File: src/rtl/pop_quiz.sv
// pop_quiz: Moore detector for the serial pattern "110" on d_in.
// Runs of two or more 1s followed by a 0 give exactly one one-cycle pulse on a.
// A 1 sampled in the match state counts as the first 1 of the next pattern.
module pop_quiz (
    input  logic clk,
    input  logic reset,
    input  logic d_in,
    output logic a
);

    typedef enum logic [1:0] {
        StIdle   = 2'b00,  // no progress
        StSeen1  = 2'b01,  // seen "1"
        StSeen11 = 2'b10,  // seen "11" (holds on further 1s)
        StMatch  = 2'b11   // seen "110"
    } state_e;

    state_e state_q;
    state_e state_d;

    // State register; reset forces idle immediately, independent of clk.
    always_ff @(posedge clk or posedge reset) begin
        if (reset) begin
            state_q <= StIdle;
        end else begin
            state_q <= state_d;
        end
    end

    // Next-state logic on the sampled bit.
    always_comb begin
        state_d = StIdle;
        unique case (state_q)
            StIdle:   state_d = d_in ? StSeen1  : StIdle;
            StSeen1:  state_d = d_in ? StSeen11 : StIdle;
            StSeen11: state_d = d_in ? StSeen11 : StMatch;
            StMatch:  state_d = d_in ? StSeen1  : StIdle;
            default:  state_d = StIdle;
        endcase
    end

    // Output is a pure decode of the state register, so no path from d_in.
    always_comb begin
        a = 1'b0;
        if (state_q == StMatch) begin
            a = 1'b1;
        end
    end

endmodule

File: config.mk
export PLATFORM = sky130hd
export DESIGN_NAME = pop_quiz
export DESIGN_NICKNAME = d
export VERILOG_FILES = /design/src/rtl/pop_quiz.sv
export SDC_FILE = /design/constraint.sdc
export NUM_CORES = 1
export LEC_CHECK = 0
export ABC_AREA = 1
export CORE_AREA = 10 10 47 49
export CTS_BUF_LIST = sky130_fd_sc_hd__clkbuf_4 sky130_fd_sc_hd__clkbuf_8 sky130_fd_sc_hd__clkbuf_16
export CTS_CLUSTER_SIZE = 28
export DETAILED_ROUTE_END_ITERATION = 10
export DIE_AREA = 0 0 57 59
export HOLD_SLACK_MARGIN = 0.08
export MAX_ROUTING_LAYER = met4
export PLACE_DENSITY = 0.3
export SLEW_MARGIN = 15
export SYNTH_ARGS = -nofsm -noshare
export SYNTH_HDL_FRONTEND = slang
export SYNTH_SLANG_ARGS = --single-unit
File: constraint.sdc
create_clock -name clk -period 1.3 [get_ports clk]
set_input_delay 0.26 -clock clk [delete_from_list [all_inputs] [get_ports clk]]
set_output_delay 0.26 -clock clk [all_outputs]
set_load 0.01 [all_outputs]
==> flow_summary.json <==
{
  "outcome": "completed",
  "fmax_mhz": 855.1,
  "routedWlPerCell_um": 6.950,
  "grt_pass1_wl_um": 448,
  "avgSynthCellArea_sq_um": 8.055,
  "yosys_warnings": 0,
  "cts_buffer_depth": 2,
  "root_buffer": "clkbuf_4",
  "hold_violations": 0,
  "critical_path.max_stage_delay_ns": 0.37,
  "largest_reg_flops": 2,
  "drc_errors": 0,
  "die_area_sq_um": 3363,
  "cts_buffers": 3,
  "rrSetupSlack_ns": 0.29,
  "clock-sinks": 2,
  "final_common_cell": "nand2_1",
  "crit_path_start_kind": "flop",
  "period_minus_slack_ns": 1.170,
  "p_int_mw": 0.2730,
  "worst-path-max-fanout": 2,
  "power.density_nw_per_um2": 1886,
  "grt_usage_pct": 2.083,
  "rsz0062_at_grt": "no",
  "grt_pass1_vias": 135,
  "synth-seq-cells": 2,
  "synth_cells": 16,
  "syn_nets": 22,
  "maxSlewHeadroom_pct": 92.69,
  "viasPerCell": 2.775,
  "slew_viol_final": 0,
  "grt_remaining_overflow": 0,
  "die_height_um": 59,
  "path_buf_inv": 1,
  "antenna_found_initial": 0,
  "irDropWorstVdd_mv": 0.3302,
  "nFillCells": 166,
  "io_pins": 4,
  "pwr-share-clk_pct": 34.4,
  "switching_share_pct": 31.53,
  "n_antenna_cell": 0,
  "core_region_area_sq_um": 1401,
  "end_kind": "output pin",
  "tritoncts": "yes",
  "gp_congestion": 0.5572,
  "tns_ns": 0,
  "largest_registers": "state_q x2",
  "syn-cell-area_sq_um": 128.9,
  "crit_path_top_delay_cell": "dfrtp_1",
  "reg2regPathDepth": 5,
  "drt_iter0_drc": 1,
  "portBuffers": 3,
  "first_pass_iters": 2,
  "hold_path.class": "in -> async",
  "hold_buffers": 0,
  "cap_viol_max_count": 0,
  "drive_gt1_share_pct": 25.00,
  "worst_pin_slew_ns": 0.1093,
  "period_share_pct": 89.96,
  "finClkSkew_ns": 0.003150,
  "ys_seq_area_share_pct": 38.83,
  "yosysUniqueCellTypes": 4,
  "wirelength_um": 278,
  "dp_hpwl_um": 219.6,
  "pwr-share-seq_pct": 26.0,
  "r2r-start": "state_q[0]",
  "most-common-layout-cells": "6 x nand2_1, 5 x inv_1, 3 x ha_1, 3 x clkbuf_4",
  "regMostFlops": "state_q",
  "clk_pin_slew_ns": 0.03,
  "cpLargestDelayFamily": "flip-flops",
  "worstSetupPathType": "reg -> out",
  "final_util_pct": 15.09,
  "drtAntennaViolNets": 0,
  "synthToLayoutAreaGrowth_pct": 64.08,
  "finalNetCount": 32,
  "p_comb_share_pct": 39.5,
  "start_util_pct": 9.196,
  "crit_chain": "ha_1, clkbuf_2",
  "power_switching_mw": 0.1257,
  "worst_r2r_endpoint": "state_q[0]",
  "vias": 111,
  "p_total_mw": 0.3987,
  "clk_latency_ns": 0.22,
  "dieWidth_um": 57,
  "htreeDepth": 1,
  "setup_viol": 0,
  "grt_max_degree": 4,
  "critPathRequiredTime_ns": 1.04,
  "p_leak_nw": 0.1228,
  "rows": 14,
  "worstPathArrival_ns": 0.91
}
## final cells by class
class | instances | area (sq um) | share of cell area, %
clock buffer | 3 | 22.52 | 10.65
sequential | 2 | 50.05 | 23.67
tap | 16 | 20.02 | 9.467
multi-input combinational | 9 | 60.06 | 28.40
inverter | 5 | 18.77 | 8.876
timing repair buffer | 5 | 40.04 | 18.93
## layer usage
metal  global-route usage, %  up-vias  part of all wire [%]
li1                        -       60                     -
met1                   1.771       47                    49
met2                   2.171        4                    44
met3                   1.288        0                   6.8
met4                   4.027        0                     0
met5                       -        -                     0
## worst max path at each step
| stage | start | endpoint | slack, ns | cells past startpoint |
|---|---|---|---|---|
| 2_1_floorplan | state_q[0] | state_q[0] | 0.43 | 4 |
| 3_3_place_gp | state_q[0] | a | 0.0009 | 2 |
| 3_5_place_dp | state_q[0] | a | 0.002 | 2 |
| 4_1_cts | state_q[0] | a | 0.005 | 2 |
| 5_1_grt | state_q[0] | a | 0.08 | 2 |
| 6_report | state_q[0] | a | 0.13 | 2 |
## Yosys cell counts, drive strengths merged
cell,count,area [sq um]
ha,3,37.54
nand2,6,22.52
inv,5,18.77
dfrtp,2,50.05
## timing repair
item,CTS,global route
setup buffers,0,0
resized for setup,2,1
setup endpoints to repair,1,1
pin swaps,0,0
hold endpoints to repair,0,0
## logic make-up (layout without fill, tap and decap cells)
group | count (synthesis) | in the layout | synth area share, %
fa+ha+maj | 3 | 3 | 29.13
buf+inv | 5 | 13 | 14.56
flops | 2 | 2 | 38.84
simple gates | 6 | 6 | 17.47
## per-stage QoR
step / area (sq um) / setup WS [ns] / hold slack (ns) / std cells
global route: 211.5 / 0.07924 / 0.1995 / 40
global placement: 193.9 / 0.0009345 / 0.4211 / 37
detailed placement: 193.9 / 0.001888 / 0.4215 / 37
floorplan: 128.9 / 0.4301 / 0.001185 / 16
finish: 211.5 / 0.1305 / 0.1838 / 40
CTS: 216.5 / 0.005096 / 0.1770 / 40
## power by group through the flow
stage,clock [mW],sequential [mW],combinational (mW)
detailed placement,0,0.105,0.165
CTS,0.148,0.104,0.165
finish,0.137,0.104,0.158
global route,0.148,0.107,0.181
floorplan,0,0.107,0.0800
global placement,0,0.105,0.159
Power figures use the tool's default switching activity.
